### src/rtl/nexys_input_wb.sv
// Nexys switch/button input block on a 16-bit Wishbone bus: two-flop sync,
// per-bit debounce, sticky press latches with W1C, and a masked level interrupt.

module nexys_input_deb #(
    parameter int DEB_CYCLES = 50000,
    parameter int CNT_W      = 16
) (
    input  logic clk,
    input  logic rst,
    input  logic raw,
    output logic db
);
    localparam logic [CNT_W-1:0] LAST = CNT_W'(DEB_CYCLES - 1);

    logic             sync1, sync2;
    logic [CNT_W-1:0] cnt;

    always_ff @(posedge clk) begin
        if (rst) begin
            sync1 <= 1'b0;
            sync2 <= 1'b0;
            cnt   <= '0;
            db    <= 1'b0;
        end else begin
            sync1 <= raw;
            sync2 <= sync1;
            // Any return to the debounced level throws away the partial count.
            if (sync2 == db) begin
                cnt <= '0;
            end else if (cnt == LAST) begin
                db  <= sync2;
                cnt <= '0;
            end else begin
                cnt <= cnt + 1'b1;
            end
        end
    end
endmodule

module nexys_input_wb #(
    parameter int NSW        = 8,
    parameter int NBTN       = 5,
    parameter int DEB_CYCLES = 50000,
    parameter int CNT_W      = 16
) (
    input  logic            clk_i,
    input  logic            rst_i,
    input  logic [1:0]      wb_adr_i,
    input  logic [15:0]     wb_dat_i,
    input  logic [1:0]      wb_sel_i,
    input  logic            wb_we_i,
    input  logic            wb_cyc_i,
    input  logic            wb_stb_i,
    output logic [15:0]     wb_dat_o,
    output logic            wb_ack_o,
    input  logic [NSW-1:0]  sw_i,
    input  logic [NBTN-1:0] btn_i,
    output logic            irq_o
);
    localparam int NB = NSW + NBTN;

    logic [NB-1:0]   raw, db;
    logic [NSW-1:0]  sw_db;
    logic [NBTN-1:0] btn_db, btn_q, pend, mask, mask_n, clr, rise;
    logic [15:0]     rd;
    logic            req, wr;
    logic            unused_ok;

    assign raw    = {btn_i, sw_i};
    assign sw_db  = db[NSW-1:0];
    assign btn_db = db[NB-1:NSW];

    generate
        for (genvar g = 0; g < NB; g++) begin : g_deb
            nexys_input_deb #(
                .DEB_CYCLES(DEB_CYCLES),
                .CNT_W     (CNT_W)
            ) u_deb (
                .clk(clk_i),
                .rst(rst_i),
                .raw(raw[g]),
                .db (db[g])
            );
        end
    endgenerate

    assign req  = wb_cyc_i & wb_stb_i & ~wb_ack_o;
    assign wr   = req & wb_we_i;
    assign rise = btn_db & ~btn_q;
    assign clr  = (wr && wb_adr_i == 2'd2 && wb_sel_i[0]) ? wb_dat_i[NBTN-1:0] : '0;
    assign unused_ok = ^{wb_dat_i, wb_sel_i};

    always_comb begin
        mask_n = mask;
        for (int i = 0; i < NBTN; i++) begin
            if (wb_sel_i[i/8]) mask_n[i] = wb_dat_i[i];
        end
    end

    always_comb begin
        rd = '0;
        case (wb_adr_i)
            2'd0: rd[NSW-1:0]  = sw_db;
            2'd1: rd[NBTN-1:0] = btn_db;
            2'd2: rd[NBTN-1:0] = pend;
            2'd3: rd[NBTN-1:0] = mask;
        endcase
    end

    always_ff @(posedge clk_i) begin
        if (rst_i) begin
            btn_q    <= '0;
            pend     <= '0;
            mask     <= '0;
            wb_ack_o <= 1'b0;
            wb_dat_o <= '0;
            irq_o    <= 1'b0;
        end else begin
            btn_q    <= btn_db;
            // Set is applied after clear so a same-cycle press survives the W1C.
            pend     <= (pend & ~clr) | rise;
            if (wr && wb_adr_i == 2'd3) mask <= mask_n;
            wb_ack_o <= req;
            if (req) wb_dat_o <= rd;
            irq_o    <= |(pend & mask);
        end
    end
endmodule

### config.mk
export PLATFORM = sky130hd
export DESIGN_NAME = nexys_input_wb
export DESIGN_NICKNAME = d
export VERILOG_FILES = /design/src/rtl/nexys_input_wb.sv
export SDC_FILE = /design/constraint.sdc
export NUM_CORES = 1
export LEC_CHECK = 0
export CORE_ASPECT_RATIO = 1.5
export CORE_MARGIN = 10
export CORE_UTILIZATION = 40
export DETAILED_ROUTE_END_ITERATION = 8
export GPL_ROUTABILITY_DRIVEN = 0
export GPL_TIMING_DRIVEN = 0
export PLACE_DENSITY_LB_ADDON = 0.2
export SYNTH_ARGS = -nofsm -noshare
export SYNTH_HDL_FRONTEND = slang
export SYNTH_HIERARCHICAL = 1
export SYNTH_SLANG_ARGS = --single-unit
### constraint.sdc
create_clock -name clk_i -period 3.6 [get_ports clk_i]
set_input_delay 0.72 -clock clk_i [delete_from_list [all_inputs] [get_ports clk_i]]
set_output_delay 0.72 -clock clk_i [all_outputs]
set_load 0.03 [all_outputs]
==> flow_summary.json, run 1 <==
{
  "port_buffers": 33,
  "yosys_warnings": 6,
  "die_h_um": 233.9,
  "synth_most_common_cell": "dfxtp_1",
  "async_reset_ff_share_pct": 0,
  "synth_xor_xnor_area_share_pct": 13.99,
  "start_kind": "register",
  "ys_seq_elements": 272,
  "synthSimpleGateAreaFrac_pct": 33.02,
  "dpl.hpwl_um": 16010,
  "drv_cap": 0,
  "crit_fanout": 2,
  "fill_cells": 2812,
  "cts_hold_buf": 0,
  "synth_top_family_by_area": "simple AND/OR/NAND/NOR gates",
  "drt_wl_total_um": 22860,
  "post_drt_wl_per_cell_um": 13.11,
  "slew_viol_final": 0,
  "path_cells": "clkdlybuf4s50_1",
  "drive_above_1_share_pct": 14.90,
  "finalSetupViolCount": 0,
  "cts_inserted_buffers": 28,
  "netlist_top_cells_count": "272 x dfxtp_1, 251 x nor2_1, 182 x xnor2_1, 67 x nand3_1",
  "ioPinCount": 56,
  "antenna_found_initial": 2,
  "crit_arrival_ps": 1620,
  "placed_cell_area_um2": 13080,
  "cts_root_buf": "clkbuf_16",
  "viasPerCell": 4.856,
  "hp-class": "register to register",
  "synth-edff-count": 0,
  "wl_met3_um": 918,
  "synth-compound-area-share_pct": 1.076,
  "fin_crit_sh_pct": 64.98,
  "critPathMaxStageDelay_ps": 730,
  "reg2reg_setup_slack_ps": 1820,
  "via_count": 8464,
  "cts.sinks": 272,
  "critical_path_buf_inv_count": 1,
  "stdcell_count": 1743,
  "leakage_uw": 0.004586,
  "synth_area_leaders": "dfxtp_1 45%, xnor2_1 13%, nor2_1 7.7%",
  "clk_path_buf_depth": 3,
  "syn_area_per_cell_um2": 9.749,
  "drcViolationCount": 0,
  "power.density_nw_per_um2": 444.6,
  "ir_worst_vdd_uv": 334.3,
  "area_delta_synth_final_pct": 15.24,
  "cp_top_family": "buffers and inverters",
  "clock_latency_ps": 550,
  "synthCells": 1252,
  "synth_top_area_share_pct": 44.61,
  "wl_met1_um": 10440,
  "grt_pass1_wl_um": 39400,
  "yosys.area.top_type": "dfxtp_1",
  "postCtsResizedCells": 0,
  "grtUsageTotal_pct": 12.06,
  "core_area_um2": 30160,
  "post_cts_buffers": 0,
  "post-route-min-period_ps": 2339,
  "grt_overflow": 0,
  "highest-signal-layer": "met5",
  "cp.required_ps": 2880,
  "initial_core_util_pct": 40.47,
  "antenna_left": 0,
  "syn_area_um2": 12210,
  "num_rows": 78,
  "max_freq_mhz": 427.5,
  "cts_tree": "done",
  "rsz0062_at_grt": "no",
  "h-tree-depth": 1,
  "seq_area_frac_synth_pct": 44.61,
  "endpoint_kind": "output pin",
  "chipWidth_um": 162.6,
  "initialDrtViolationCount": 247,
  "wl_met2_um": 10990,
  "die-area_um2": 38040,
  "path_class": "register to output pin",
  "status": "finished, final reports clean",
  "nNetsFinal": 1374,
  "synthDistinctLibCells": 40,
  "synth.area.mux_share_pct": 2.399,
  "hold_viol": 0,
  "grt_max_degree": 37,
  "skew_ps": 22.42,
  "dpl.cell_count": 1693,
  "cts.reportedPaths.clkPinSlew_ps": 60,
  "crit_path_top_delay_cell": "clkdlybuf4s50_1",
  "synth_adder_area_share_pct": 1.333,
  "grt_pass1_vias": 8215,
  "drt_pass1_iterations": 4,
  "synthFlopType": "dfxtp_1",
  "finalInstanceArea_um2": 14070
}
[layout make-up]
cell class,instances,area [µm²],share of cell area [%]
multi-input combinational,914,6355,45.18
sequential,272,5445,38.71
clock buffer,39,833.3,5.924
tap,400,500.5,3.558
timing repair buffer,34,345.3,2.455
buffer,28,262.8,1.868
inverter,45,168.9,1.201
clock inverter,10,152.6,1.085
antenna,1,2.502,0.01779
[cells in the final DEF, fill, tap and decap left out, drive strengths merged]
master,instances
nor2,275
dfxtp,272
xnor2,182
nand3,69
nand2,65
nor3,54
inv,45
clkbuf,40
nor4,39
nand4,39
clkdlybuf4s50,32
nor2b,31
buf,29
nor4bb,25
mux2i,18
nand2b,15
nor4b,13
nand4b,13
xor2,13
ha,13
and3,13
a21oi,9
conb,8
a2bb2oi,5
o21ai,5
mux4,5
clkinv,5
bufinv,4
diode,1
nand3b,1
and3b,1
a222oi,1
a22oi,1
clkinvlp,1
and4bb,1
[path summary, 6_finish.rpt]
check | from | end | depth (start not counted)
worst max-delay path | wb_dat_o[3]$_SDFFE_PP0N_ | wb_dat_o[3] | 1
worst min-delay path | g_deb[11].u_deb/sync1$_SDFF_PP0_ | g_deb[11].u_deb/sync2$_SDFF_PP0_ | 1
worst min register to register | g_deb[11].u_deb/sync1$_SDFF_PP0_ | g_deb[11].u_deb/sync2$_SDFF_PP0_ | 1
worst max register to register | g_deb[0].u_deb/cnt[0]$_SDFF_PP0_ | g_deb[0].u_deb/cnt[12]$_SDFF_PP0_ | 6
[routing by layer]
metal | global-route usage [%] | up-vias
li1 | - | 4354
met5 | 0 | -
met2 | 20.72 | 79
met3 | 2.405 | 36
met1 | 14.81 | 3993
met4 | 3.955 | 2
[stage by stage]
stage / setup slack (ps) / power (µW) / setup TNS (ps) / util, % / hold WS (ps)
3_5_place_dp: 1225 / 3254 / 0 / 43.37 / 422.3
3_3_place_gp: -284.5 / 3252 / -22640 / 43.32 / 417.2
6_report: 1261 / 6254 / 0 / 46.64 / 433.9
4_1_cts: 1224 / 6375 / 0 / 46.64 / 437.4
2_1_floorplan: 2030 / 3189 / 0 / - / 413.8
5_1_grt: 1216 / 6481 / 0 / 46.64 / 444.9
[cell families (layout without fill, tap and decap cells)]
kind of cell    after synthesis  in the layout
other cells                   1              9
simple gates                654            654
xor+xnor                    195            195
fa+ha+maj                    13             13
mux                          23             23
buf+inv                      73            156
flops                       272            272
compound gates               21             21
[registers in the layout, summed over array words and instances, names as in the netlist]
name and cells:
g_deb.u_deb/db 13, g_deb.u_deb/sync1 13, btn_q 5, g_deb.u_deb/cnt 208, g_deb.u_deb/sync2 13, pend 5, wb_dat_o 8, mask 5
irq_o 1, wb_ack_o 1
[report_power, final]
part	switching (µW)	internal, µW
Clock	1180	1890
Combinational	77.6	66.6
Sequential	10.7	3030
Note: power is estimated with default switching activity, not from simulation.
==> run 2: changes to the inputs <==
==> constraint.sdc (replaced) <==
create_clock -name clk_i -period 2.3 [get_ports clk_i]
set_input_delay 0.46 -clock clk_i [delete_from_list [all_inputs] [get_ports clk_i]]
set_output_delay 0.46 -clock clk_i [all_outputs]
set_load 0.03 [all_outputs]
==> results of run 2 <==
The final DEF is identical to that of run 1. Status: finished, final reports clean.
Main changes from that run: setup slack after placement 1225 ps -> 185.1 ps; setup slack after layout 1261 ps -> 220.8 ps; hold slack 433.9 ps -> 293.8 ps; register-to-register setup slack 1820 ps -> 520 ps; end point of the worst hold path g_deb[11].u_deb/sync2$_SDFF_PP0_ -> pend[3]$_SDFF_PP0_; total power 6254 µW -> 9788 µW; worst IR drop on VDD 334.3 µV -> 523.3 µV
==> run 3: changes to the inputs <==
--- a/config.mk
+++ b/config.mk
@@ -11,7 +11,7 @@
 export DETAILED_ROUTE_END_ITERATION = 8
 export GPL_ROUTABILITY_DRIVEN = 0
 export GPL_TIMING_DRIVEN = 0
-export PLACE_DENSITY_LB_ADDON = 0.2
+export PLACE_DENSITY = 0.55
 export SYNTH_ARGS = -nofsm -noshare
 export SYNTH_HDL_FRONTEND = slang
 export SYNTH_HIERARCHICAL = 1
==> constraint.sdc (replaced) <==
create_clock -name clk_i -period 2.5 [get_ports clk_i]
set_input_delay 0.5 -clock clk_i [delete_from_list [all_inputs] [get_ports clk_i]]
set_output_delay 0.5 -clock clk_i [all_outputs]
set_load 0.03 [all_outputs]
==> run 3 against run 2 <==
Register-to-register slack better by 170 ps. Hold slack better by 55 ps. Critical path depth unchanged. Count of clock-buffer cells in the layout increased by 8. Critical path type unchanged. Clock power down 13%. Final area fell by 0.43%. Total power shrank 10%. Non-clock buffer count unchanged. Highest routed layer is now met4. Critical endpoint is now wb_dat_o[5]. Via count shrank 1.2%. Core utilization is 0.20 points lower. Routed wire length is the same.
==> flow_summary.json, run 3 (synthesis gave the netlist of run 1 again) <==
{
  "cts_root_buf": "clkbuf_16",
  "cts_hold_buf": 0,
  "critical_path_buf_inv_count": 1,
  "hp-class": "input port to register",
  "worst_slack_ps": 376.3,
  "ioPinCount": 56,
  "drive_above_1_share_pct": 14.58,
  "crit_arrival_ps": 1620,
  "slew_headroom_pct": 65.97,
  "area_delta_synth_final_pct": 14.75,
  "viasPerCell": 4.796,
  "setup_tns_ps": 0,
  "grt_pass1_vias": 8341,
  "port_buffers": 33,
  "cp-startpoint": "wb_dat_o[5]$_SDFFE_PP0N_",
  "chipWidth_um": 162.6,
  "use_met2_pct": 21.16,
  "nNetsFinal": 1375,
  "die-area_um2": 38040,
  "num_rows": 78,
  "path_class": "register to output pin",
  "drt_pass1_iterations": 4,
  "clock_latency_ps": 540,
  "top_register": "g_deb.u_deb/cnt",
  "mostFrequentLayoutCell": "dfxtp_1",
  "leakage_uw": 0.004557,
  "start_kind": "register",
  "clk_path_buf_depth": 3,
  "grt_max_degree": 32,
  "cp_top_family": "buffers and inverters",
  "drv_cap": 0,
  "post_drt_wl_per_cell_um": 13.11,
  "grt-busiest-layer": "met2",
  "preCtsSetupSlack_ps": 368.3,
  "max_freq_mhz": 470.9,
  "h-tree-depth": 1,
  "fin_crit_sh_pct": 84.95,
  "finalSetupViolCount": 0,
  "die_h_um": 233.9,
  "grt_overflow": 0,
  "drt_wl_total_um": 22860,
  "diodes": 0,
  "power.density_nw_per_um2": 626.4,
  "cp.required_ps": 2000,
  "cts.reportedPaths.clkPinSlew_ps": 60,
  "hp-start": "wb_adr_i[0]",
  "post_cts_buffers": 0,
  "final_cell_mix": "272 x dfxtp_1, 251 x nor2_1, 182 x xnor2_1",
  "largest_reg_flops": 208,
  "critPathMaxStageDelay_ps": 700,
  "worstMarginPinSlew_ps": 510.4,
  "met3_usage_pct": 2.106,
  "ir_worst_vdd_uv": 475.2,
  "cts_tree": "done",
  "cts_inserted_buffers": 29,
  "grtUsageTotal_pct": 12.16,
  "path_cells": "clkdlybuf4s50_1",
  "drcViolationCount": 0,
  "hold_viol": 0,
  "rsz0062_at_grt": "no",
  "crit_path_top_delay_cell": "clkdlybuf4s50_1",
  "initialDrtViolationCount": 349,
  "cts.sinks": 272,
  "worstReg2RegStart": "g_deb[0].u_deb/cnt[0]$_SDFF_PP0_",
  "use_met1_pct": 15.05,
  "status": "finished, final reports clean",
  "postCtsResizedCells": 0,
  "crit_fanout": 2,
  "antenna_left": 0,
  "via_count": 8364,
  "core_area_um2": 30160,
  "antenna_found_initial": 0,
  "post-route-min-period_ps": 2124,
  "skew_ps": 9.812,
  "dpl.hpwl_um": 15970,
  "slew_viol_final": 0,
  "endpoint_kind": "output pin",
  "initial_core_util_pct": 40.47,
  "grt_pass1_wl_um": 39660
}
## run 3: cell types whose count changed in the layout (fill, tap and decap cells not counted)
cell / before / now
clkbuf_1: 4 / 10
bufinv_16: 4 / 1
clkbuf_8: 7 / 9
clkinv_2: 5 / 3
clkinvlp_4: 1 / 0
diode_2: 1 / 0
## run 3: final cells by class
class / count / area [µm²]
Fill cell: 2864 / 16150
Multi-Input combinational cell: 914 / 6355
Sequential cell: 272 / 5445
Clock buffer: 47 / 883.3
Tap cell: 400 / 500.5
Timing Repair Buffer: 34 / 345.3
Buffer: 28 / 262.8
Inverter: 45 / 168.9
Clock inverter: 4 / 45.04
## run 3: worst reg2reg max path, cell delays in order, from the launching register on
cell,delay [ps]
dfxtp_1,380
ha_1,210
nand3_1,290
nand4b_1,390
nand2_2,200
buf_6,170
nor2_1,60
## run 3: routing by layer
metal	vias to the layer above	wire, µm
li1	4342	-
met1	3912	10490
met2	83	11170
met5	-	0
met4	0	385
met3	27	814
## run 3: power by group
group	leakage [µW]	switching, µW	internal, µW
combinational	0.00190	113	96.0
clock	0.000459	1700	2490
sequential	0.00220	15.5	4360
## run 3: path summary, 6_finish.rpt
path	to	slack [ps]	cells past startpoint
worst min register to register	g_deb[7].u_deb/sync2$_SDFF_PP0_	440	1
worst max register to register	g_deb[0].u_deb/cnt[7]$_SDFF_PP0_	690	6
worst min-delay path	pend[3]$_SDFF_PP0_	350	3
worst max-delay path	wb_dat_o[5]	380	1
## run 3: stage by stage
step / total power, µW / std cells / util [%] / hold WS (ps) / cell area [µm²]
after floorplan: 4593 / 1259 / - / 413.8 / 12230
after global placement: 4684 / 1692 / 43.32 / 418.8 / 13060
after detailed placement: 4687 / 1693 / 43.37 / 426.4 / 13080
after CTS: 8932 / 1744 / 46.44 / 327.2 / 14010
after global routing: 9094 / 1744 / 46.44 / 344.4 / 14010
final: 8774 / 1744 / 46.44 / 348.3 / 14010
